==> src/rtl/muldiv_unit_if.sv <==
`default_nettype none
// ============================================================================
// Module   : muldiv_unit_if
// Brief    : EX-stage request/response bundle for the iterative mul/div unit.
// Revision : 1.0 - initial release
// ============================================================================
interface muldiv_unit_if #(
  parameter int XLEN = 32
);
  logic            valid_i;
  logic [31:0]     instruction_i;
  logic [XLEN-1:0] rs1_val_i;
  logic [XLEN-1:0] rs2_val_i;
  logic            flush_i;
  logic            busy_o;
  logic            valid_o;
  logic [XLEN-1:0] result_o;
  logic [4:0]      rd_o;

  modport master (
    output valid_i, instruction_i, rs1_val_i, rs2_val_i, flush_i,
    input  busy_o, valid_o, result_o, rd_o
  );

  modport slave (
    input  valid_i, instruction_i, rs1_val_i, rs2_val_i, flush_i,
    output busy_o, valid_o, result_o, rd_o
  );
endinterface
`default_nettype wire

==> src/rtl/muldiv_unit.sv <==
`default_nettype none
// ============================================================================
// Module   : muldiv_unit
// Brief    : Iterative RV32M multiply/divide unit driving the EX-stage stall.
// Revision : 1.0 - initial release
// ============================================================================
module muldiv_unit #(
  parameter int XLEN = 32
) (
  input  wire logic       clk_i,
  input  wire logic       rst_ni,
  muldiv_unit_if.slave    bus
);
  typedef enum logic [1:0] {
    S_IDLE = 2'd0,
    S_CALC = 2'd1,
    S_DONE = 2'd2
  } state_t;

  state_t      r_state, w_state_nxt;
  logic [4:0]  r_cnt;
  logic [63:0] r_acc;
  logic [31:0] r_opb;
  logic [2:0]  r_funct3;
  logic [4:0]  r_rd;
  logic        r_neg_res;
  logic        r_neg_a;
  logic [31:0] r_result;
  logic [4:0]  r_rd_out;

  // ---------------- decode of the offered instruction ----------------
  logic [2:0]  w_funct3;
  logic        w_is_m, w_accept, w_is_div;
  logic        w_a_neg, w_b_neg, w_div_zero, w_ovf, w_special;
  logic [31:0] w_mag_a, w_mag_b, w_special_res;
  logic        w_unused;

  assign w_funct3 = bus.instruction_i[14:12];
  assign w_is_m   = (bus.instruction_i[6:2] == 5'b01100) &&
                    (bus.instruction_i[31:25] == 7'b0000001);
  assign w_accept = bus.valid_i && !bus.flush_i && w_is_m && (r_state != S_CALC);
  assign w_is_div = w_funct3[2];
  assign w_unused = ^{bus.instruction_i[24:15], bus.instruction_i[1:0]};

  // rs1 is signed for MULH, MULHSU, DIV, REM; rs2 only for MULH, DIV, REM
  assign w_a_neg = bus.rs1_val_i[31] &&
                   ((w_funct3 == 3'b001) || (w_funct3 == 3'b010) ||
                    (w_funct3 == 3'b100) || (w_funct3 == 3'b110));
  assign w_b_neg = bus.rs2_val_i[31] &&
                   ((w_funct3 == 3'b001) || (w_funct3 == 3'b100) || (w_funct3 == 3'b110));
  assign w_mag_a = w_a_neg ? (32'd0 - bus.rs1_val_i) : bus.rs1_val_i;
  assign w_mag_b = w_b_neg ? (32'd0 - bus.rs2_val_i) : bus.rs2_val_i;

  assign w_div_zero = w_is_div && (bus.rs2_val_i == 32'd0);
  assign w_ovf      = w_is_div && !w_funct3[0] &&
                      (bus.rs1_val_i == 32'h8000_0000) && (bus.rs2_val_i == 32'hFFFF_FFFF);
  assign w_special  = w_div_zero || w_ovf;

  always_comb begin
    w_special_res = 32'd0;
    if (w_div_zero)
      w_special_res = w_funct3[1] ? bus.rs1_val_i : 32'hFFFF_FFFF;
    else if (w_ovf)
      w_special_res = w_funct3[1] ? 32'd0 : 32'h8000_0000;
  end

  // ---------------- one iteration of the datapath ----------------
  // r_acc = {high/remainder, low/multiplier-or-quotient}; r_opb = multiplicand/divisor
  logic [32:0] w_mul_sum, w_div_shift, w_div_diff;
  logic [63:0] w_mul_next, w_div_next, w_acc_next, w_prod;
  logic [31:0] w_quo, w_rem, w_final;

  assign w_mul_sum   = {1'b0, r_acc[63:32]} + (r_acc[0] ? {1'b0, r_opb} : 33'd0);
  assign w_mul_next  = {w_mul_sum, r_acc[31:1]};
  assign w_div_shift = {r_acc[63:32], r_acc[31]};
  assign w_div_diff  = w_div_shift - {1'b0, r_opb};
  assign w_div_next  = w_div_diff[32] ? {w_div_shift[31:0], r_acc[30:0], 1'b0}
                                      : {w_div_diff[31:0],  r_acc[30:0], 1'b1};
  assign w_acc_next  = r_funct3[2] ? w_div_next : w_mul_next;

  assign w_prod = r_neg_res ? (64'd0 - w_acc_next) : w_acc_next;
  assign w_quo  = r_neg_res ? (32'd0 - w_acc_next[31:0]) : w_acc_next[31:0];
  assign w_rem  = r_neg_a   ? (32'd0 - w_acc_next[63:32]) : w_acc_next[63:32];

  always_comb begin
    w_final = w_rem;
    case (r_funct3)
      3'b000:                 w_final = w_prod[31:0];
      3'b001, 3'b010, 3'b011: w_final = w_prod[63:32];
      3'b100, 3'b101:         w_final = w_quo;
      default:                w_final = w_rem;
    endcase
  end

  // ---------------- control FSM ----------------
  always_ff @(posedge clk_i or negedge rst_ni) begin
    if (!rst_ni) r_state <= S_IDLE;
    else         r_state <= w_state_nxt;
  end

  always_comb begin
    w_state_nxt = r_state;
    case (r_state)
      S_IDLE: if (w_accept) w_state_nxt = w_special ? S_DONE : S_CALC;
      S_CALC: begin
        if (bus.flush_i)         w_state_nxt = S_IDLE;
        else if (r_cnt == 5'd31) w_state_nxt = S_DONE;
      end
      S_DONE: begin
        if (w_accept) w_state_nxt = w_special ? S_DONE : S_CALC;
        else          w_state_nxt = S_IDLE;
      end
      default: w_state_nxt = S_IDLE;
    endcase
  end

  // ---------------- datapath registers ----------------
  always_ff @(posedge clk_i or negedge rst_ni) begin
    if (!rst_ni) begin
      r_cnt     <= 5'd0;
      r_acc     <= 64'd0;
      r_opb     <= 32'd0;
      r_funct3  <= 3'd0;
      r_rd      <= 5'd0;
      r_neg_res <= 1'b0;
      r_neg_a   <= 1'b0;
      r_result  <= 32'd0;
      r_rd_out  <= 5'd0;
    end else if (w_accept) begin
      r_cnt     <= 5'd0;
      r_funct3  <= w_funct3;
      r_rd      <= bus.instruction_i[11:7];
      r_neg_res <= w_a_neg ^ w_b_neg;
      r_neg_a   <= w_a_neg;
      r_acc     <= {32'd0, (w_is_div ? w_mag_a : w_mag_b)};
      r_opb     <= w_is_div ? w_mag_b : w_mag_a;
      if (w_special) begin
        r_result <= w_special_res;
        r_rd_out <= bus.instruction_i[11:7];
      end
    end else if ((r_state == S_CALC) && !bus.flush_i) begin
      r_acc <= w_acc_next;
      r_cnt <= r_cnt + 5'd1;
      if (r_cnt == 5'd31) begin
        r_result <= w_final;
        r_rd_out <= r_rd;
      end
    end
  end

  assign bus.busy_o   = w_accept || (r_state == S_CALC);
  assign bus.valid_o  = (r_state == S_DONE) && !bus.flush_i;
  assign bus.result_o = r_result;
  assign bus.rd_o     = r_rd_out;
endmodule
`default_nettype wire

==> src/flat_wrapper.sv <==
// flat-port wrapper written by rule: the top's interface ports become plain ports
module muldiv_unit_flat 
#(
  parameter int XLEN = 32
)
  (clk_i, rst_ni, bus_valid_i, bus_instruction_i, bus_rs1_val_i, bus_rs2_val_i, bus_flush_i, bus_busy_o, bus_valid_o, bus_result_o, bus_rd_o);
  muldiv_unit_if #(.XLEN(XLEN)) bus_i ();
  input  wire logic clk_i;
  input  wire logic rst_ni;
  input wire logic [$bits(bus_i.valid_i)-1:0] bus_valid_i;
  input wire logic [$bits(bus_i.instruction_i)-1:0] bus_instruction_i;
  input wire logic [$bits(bus_i.rs1_val_i)-1:0] bus_rs1_val_i;
  input wire logic [$bits(bus_i.rs2_val_i)-1:0] bus_rs2_val_i;
  input wire logic [$bits(bus_i.flush_i)-1:0] bus_flush_i;
  output wire logic [$bits(bus_i.busy_o)-1:0] bus_busy_o;
  output wire logic [$bits(bus_i.valid_o)-1:0] bus_valid_o;
  output wire logic [$bits(bus_i.result_o)-1:0] bus_result_o;
  output wire logic [$bits(bus_i.rd_o)-1:0] bus_rd_o;
  assign bus_i.valid_i = bus_valid_i;
  assign bus_i.instruction_i = bus_instruction_i;
  assign bus_i.rs1_val_i = bus_rs1_val_i;
  assign bus_i.rs2_val_i = bus_rs2_val_i;
  assign bus_i.flush_i = bus_flush_i;
  assign bus_busy_o = bus_i.busy_o;
  assign bus_valid_o = bus_i.valid_o;
  assign bus_result_o = bus_i.result_o;
  assign bus_rd_o = bus_i.rd_o;
  muldiv_unit #(.XLEN(XLEN)) u_core (.clk_i(clk_i), .rst_ni(rst_ni), .bus(bus_i));
endmodule
==> config.mk <==
export PLATFORM = sky130hd
export DESIGN_NAME = muldiv_unit_flat
export DESIGN_NICKNAME = d
export VERILOG_FILES = /design/src/rtl/muldiv_unit_if.sv /design/src/rtl/muldiv_unit.sv /design/src/flat_wrapper.sv
export SDC_FILE = /design/constraint.sdc
export NUM_CORES = 1
export LEC_CHECK = 0
export CAP_MARGIN = 10
export CORE_MARGIN = 2
export CORE_UTILIZATION = 40
export DETAILED_ROUTE_END_ITERATION = 12
export GPL_TIMING_DRIVEN = 1
export PLACE_DENSITY_LB_ADDON = 0.15
export SLEW_MARGIN = 20
export SYNTH_ARGS = -nofsm -noshare
export SYNTH_HDL_FRONTEND = slang
export SYNTH_SLANG_ARGS = --single-unit
==> constraint.sdc <==
create_clock -name clk_i -period 5.8 [get_ports clk_i]
set_clock_uncertainty 0.2 [all_clocks]
set_input_delay 1.16 -clock clk_i [delete_from_list [all_inputs] [get_ports clk_i]]
set_output_delay 1.16 -clock clk_i [all_outputs]
set_load 0.03 [all_outputs]
# After elaboration in Yosys (flattened, before gate mapping)
# Index checks and enable logic that the tools add are counted.
# W data, S select, Z words.
dict set report totals {
  wordCells 102
  out_inout_bits 39
  in_bits 100
  reg_bits 150
}
dict set report op_classes {
  addsub 8
  n_reduce_logical 30
  n_mux 33
  bitwise_logic 1
  n_eq_ne 20
}
# operator n
set ops {}
lappend ops {{$mux W32} 15}
lappend ops {{$mux W64} 5}
lappend ops {{$sub A1 B32 Y32 const A} 4}
lappend ops {{$pmux W32 S3} 1}
lappend ops {{$eq A32 B32 Y1 const B} 2}
lappend ops {{$sub A1 B64 Y64 const A} 1}
lappend ops {{$add A32 B33 Y33} 1}
lappend ops {{$sub A33 B32 Y33} 1}
lappend ops {{$logic_not A32 Y1} 1}
lappend ops {{$mux W5} 6}
lappend ops {{$eq A3 B3 Y1 const B} 4}
lappend ops {{$logic_and A1 B1 Y1} 12}
lappend ops {{$mux W2} 5}
lappend ops {{$eq A3 B2 Y1 const B} 3}
lappend ops {{$eq A7 B1 Y1 const B} 1}
lappend ops {{$logic_or A1 B1 Y1} 7}
lappend ops {{$eq A3 B1 Y1 const B} 2}
lappend ops {{$pmux W2 S3} 1}
lappend ops {{$add A5 B1 Y5 const B} 1}
lappend ops {{$eq A5 B4 Y1 const B} 1}
lappend ops {{$eq A5 B5 Y1 const B} 1}
lappend ops {{$ne A2 B1 Y1 const B} 2}
lappend ops {{$reduce_bool A2 Y1} 2}
lappend ops {{$logic_not A3 Y1} 1}
lappend ops {{other kinds (11)} 12}

# Longest topological paths before layout
dict set report logic_depth {
  depth_word 9
  mapped_depth 27
  ltp_nobuf 22
}

# Worst setup path before layout
# No wires, ideal clock.
dict set report synth_path {
  path_kind {flip-flop to flip-flop}
  from {register u_core.r_acc[31]}
  to {register u_core.r_result[22], in the netlist u_core.bus.result_o[22]}
  required_time_ps 5482
  path_buffers 5
  arrival_time_ps 5011
  setup_time_ps 118
  period_less_slack_ps 5329
  path_slack_ps 471
  stages_incl_launch_ff 28
  cell_sequence {dfrtp_1 -> inv_1 -> ha_1 -> inv_1 -> fa_1 -> a211oi_4 -> o211ai_2 -> nand3_2 -> a21boi_2 -> buf_2 -> o21ai_2 -> nand2_1 -> clkbuf_1 -> buf_1 -> nand2_1 -> nand3_1 -> o21ai_0 -> ha_1 -> o31ai_1 -> a21oi_1 -> o211ai_2 -> or4_1 -> buf_2 -> buf_6 -> o31ai_4 -> xnor2_1 -> o221ai_1 -> a21o_1}
}
dict set report synth_via {
  elab_chain_cells 9
  elab_cells_between_ends 13
  cone_classes {4 x add/sub; 9 x mux}
}
# element line
set synth_rtl {}
lappend synth_rtl {{start, declared} muldiv_unit.sv:22} ;# logic [63:0] r_acc;
lappend synth_rtl {{start signal, assigned} muldiv_unit.sv:135} ;# r_acc <= {32'd0, (w_is_div ? w_mag_a : w_mag_b)};
lappend synth_rtl {{start signal, assigned} muldiv_unit.sv:142} ;# r_acc <= w_acc_next;
lappend synth_rtl {{$sub A33 B32 Y33} muldiv_unit.sv:76} ;# assign w_div_diff = w_div_shift - {1'b0, r_opb};
lappend synth_rtl {{$mux W64} muldiv_unit.sv:77} ;# assign w_div_next = w_div_diff[32] ? {w_div_shift[31:0], r_acc[30:0], 1'b0}
lappend synth_rtl {{$mux W64 *} muldiv_unit.sv:79} ;# assign w_acc_next = r_funct3[2] ? w_div_next : w_mul_next;
lappend synth_rtl {{$sub A1 B64 Y64, or another cell as far along} muldiv_unit.sv:81} ;# assign w_prod = r_neg_res ? (64'd0 - w_acc_next) : w_acc_next;
lappend synth_rtl {{$mux W64, or another cell as far along} muldiv_unit.sv:81}
lappend synth_rtl {{$pmux W32 S3 *} muldiv_unit.sv:87} ;# case (r_funct3)
lappend synth_rtl {{$mux W32 *} muldiv_unit.sv:144} ;# if (r_cnt == 5'd31) begin
lappend synth_rtl {{$mux W32 *} muldiv_unit.sv:141} ;# end else if ((r_state == S_CALC) && !bus.flush_i) begin
lappend synth_rtl {{$mux W32 *} muldiv_unit.sv:129} ;# end else if (w_accept) begin
lappend synth_rtl {{end signal, assigned} muldiv_unit.sv:138} ;# r_result <= w_special_res;
lappend synth_rtl {{end signal, assigned} muldiv_unit.sv:145} ;# r_result <= w_final;
lappend synth_rtl {{end, declared} muldiv_unit.sv:28} ;# logic [31:0] r_result;
# Every way passes the cells marked *; elsewhere a longest branch is shown, timed or not. The select of a mux whose other input is x is not followed.
# A chain may end at the register's enable or synchronous reset.

# Worst setup path in the final report
dict set report layout_path {
  from {register u_core.r_acc[60]}
  to {register u_core.r_result[28], in the netlist u_core.bus.result_o[28]}
}
# The elaborated chain is that of the path after synthesis.

==> impl_metrics.json <==
{
  "outcome": "completed",
  "synth_cell_types": 97,
  "worstPathArrival_ps": 5670,
  "crit_buf_inv": 3,
  "synth_edf_count": 0,
  "critPathMaxFanout": 19,
  "io_buffers": 126,
  "dp.cells": 2975,
  "ys_async_sr_fraction_pct": 100,
  "grt_pass1_wl_um": 109000,
  "cellPowerDensity_mw_per_mm2": 240,
  "grtUsageTotal_pct": 32.7,
  "crit_required_ps": 5930,
  "holdBufCountCts": 0,
  "cts_htree_levels": 4,
  "cp-end-kind": "flop",
  "yosysMostFrequentCell": "nand2_1",
  "finalCritPeriodShare_pct": 95.4,
  "worst-setup-path-type": "flop to flop",
  "clk_pin_slew_ps": 70,
  "start_kind": "flop",
  "clk_path_buf_depth": 2,
  "wl_per_cell_um": 24.1,
  "cts.sinks": 150,
  "path_delay_family": "simple AND/OR/NAND/NOR gates",
  "synth.top_cells.by_area": "dfrtp_1 22%, o21ai_0 7.3%, nand2_1 6.6%",
  "die_h_um": 210,
  "slew_headroom_pct": 29.2,
  "num_rows": 75,
  "finalWirelength_um": 72600,
  "yosysSeqAreaShare_pct": 22.1,
  "fillers": 4237,
  "vias_per_cell": 6.22,
  "cts_buffers": 17,
  "setup_violations": 0,
  "hp-class": "flop to flop",
  "ios": 139,
  "cts_tree": "built",
  "drtPass1Iterations": 6,
  "path_cells": "ha_1 > nand4_1 > or3_1 > nor3_4 > a21boi_2 > buf_4 > nor3_2 > buf_4 > or4_1 > a221oi_2 > o211ai_4 > or4_1 > buf_4 > o31ai_1 > xor2_1 > a221oi_1 > o21ai_1",
  "yosys.area.top_type": "dfrtp_1",
  "period_needed_ps": 5530,
  "yosysTopAreaCellShare_pct": 22.1,
  "postSynthCellCount": 2357,
  "hpwlAfterDp_um": 58000,
  "antenna_found_initial": 1,
  "rr_startpoint": "u_core.r_acc[60]$_DFFE_PN0P_",
  "fp.dieW_um": 210,
  "syn-num-nets": 2530,
  "multiInputGateArea_mm2": 0.0124,
  "ant_nets": 0,
  "gp_congestion": 0.983,
  "syn_avg_cell_area_um2": 7.21,
  "synth_warnings": 0,
  "placed_area_mm2": 0.0191,
  "clkLatencyLatePin_ps": 460,
  "power_leakage_nw": 8.09,
  "route.detailed.drc": 0,
  "drive_gt1_share_pct": 9.08,
  "synth_top_cells_by_count": "298 x nand2_1, 247 x o21ai_0, 193 x a21oi_1, 193 x nor2_1, 150 x dfrtp_1",
  "design.die.area_mm2": 0.0441,
  "via_count": 18710,
  "fin_area_mm2": 0.0198,
  "ir_drop_mv": 0.142,
  "fmax_mhz": 181,
  "slowest_stage": "or4_1",
  "final-seq-area_mm2": 0.00376,
  "grt_max_degree": 87,
  "cp_slowest_stage_delay_ps": 550,
  "final_cells": 3008,
  "initial_core_util_pct": 40.5,
  "design.core.area_mm2": 0.0419,
  "drt_iter0_drc": 2052,
  "grt_pass1_vias": 17544,
  "overflow": 0,
  "post_cts.repair.setup_buffers": 0,
  "syn2layout_area_growth_pct": 16.3,
  "hold_violations": 0,
  "yosys_register_bits": 150,
  "maxCapViolCount": 0,
  "cpMostUsedCell": "buf_4",
  "worstSetupStartpoint": "u_core.r_acc[60]$_DFFE_PN0P_",
  "drv_slew": 0,
  "nets": 2628,
  "post_cts_resized": 0,
  "synthFlopType": "dfrtp_1",
  "syn_area_mm2": 0.0170,
  "min_from": "u_core.bus.result_o[4]$_DFFE_PN0P_",
  "cts-root-buf": "clkbuf_16",
  "worstMarginPinSlew_ps": 1050
}
==> cells by family after synthesis <==
group | Yosys count | synth area share, %
AOI/OAI and AO/OA | 775 | 29.2
xor gates and xnor gates | 184 | 9.49
adders and majority gates | 73 | 5.47
buffers and inverters | 221 | 5.26
DFF | 150 | 22.1
muxes | 51 | 3.06
and+or+nand+nor | 903 | 25.4
==> worst reg2reg max path: stages, from the launching register on <==
cell,delay (ps)
dfrtp_1,430
ha_1,390
nand4_1,230
or3_1,410
nor3_4,200
a21boi_2,250
buf_4,210
nor3_2,80
buf_4,250
or4_1,550
a221oi_2,370
o211ai_4,200
or4_1,530
buf_4,220
o31ai_1,300
xor2_1,130
a221oi_1,370
o21ai_1,90
==> final cells by class <==
class                           count  share of cell area [%]
Inverter                           67                    1.27
Sequential cell                   150                    19.0
Multi-Input combinational cell   1986                    62.8
Tap cell                          539                    3.41
Clock inverter                     14                   0.621
Clock buffer                       18                    2.22
Timing Repair Buffer              233                    10.6
Antenna cell                        1                  0.0127
==> final timing paths <==
kind | end | slack [ps] | cells past startpoint
max | u_core.bus.result_o[28]$_DFFE_PN0P_ | 270 | 17
min | u_core.bus.result_o[4]$_DFFE_PN0P_ | 270 | 2
max reg2reg | u_core.bus.result_o[28]$_DFFE_PN0P_ | 270 | 17
min reg2reg | u_core.bus.result_o[4]$_DFFE_PN0P_ | 270 | 2
max in group asynchronous | u_core.r_opb[13]$_DFFE_PN0P_ | 3910 | 2
min in group asynchronous | u_core.r_opb[26]$_DFFE_PN0P_ | 500 | 1
==> power by group <==
part / total [mW] / internal [mW] / switching (mW) / leakage (nW)
combinational: 2.43 / 0.882 / 1.55 / 5.88
clock: 1.12 / 0.605 / 0.513 / 0.282
sequential: 1.20 / 1.11 / 0.0898 / 1.93
==> metrics by stage <==
| step | power (mW) | util (%) | hold slack, ps | setup slack (ps) | setup TNS (ps) |
|---|---|---|---|---|---|
| CTS | 4.69 | 47.0 | 274 | 132 | 0 |
| global placement | 3.55 | 45.6 | 252 | 239 | 0 |
| detailed placement | 3.56 | 45.6 | 258 | 155 | 0 |
| global route | 4.99 | 47.1 | 300 | -12.3 | -17.4 |
| floorplan | 2.71 | - | 237 | 471 | 0 |
| finish | 4.75 | 47.1 | 273 | 266 | 0 |
==> sequential cells by signal, summed over array words and instances (netlist names) <==
signal,cells
u_core.r_acc,64
u_core.bus.result_o,32
u_core.r_opb,32
u_core.bus.rd_o,5
u_core.r_cnt,5
u_core.r_rd,5
u_core.r_funct3,3
u_core.r_state,2
u_core.r_neg_a,1
u_core.r_neg_res,1
==> routing by layer <==
layer	up-vias	track usage (%)	part of all wire, %
met5	-	0	0
met4	0	15.7	5.0
met3	157	4.71	7.5
met2	808	51.5	45
met1	8928	44.1	42
li1	8817	-	-
==> cell usage in the layout, fill, tap and decap left out, types with 22 or more instances in the layout <==
cell	count
dfrtp_1	147
o211ai_1	58
nand3_1	91
buf_4	105
and2_1	50
clkdlybuf4s50_1	124
xnor2_1	95
nor2_1	192
nor4_1	27
nor3_1	68
nand4_1	39
or3_1	27
mux2i_1	43
o31ai_1	30
ha_1	68
a31oi_1	22
nand2_1	298
o21ai_0	246
inv_1	66
a21oi_1	191
xor2_1	89
(Power assumes the default switching activity.)
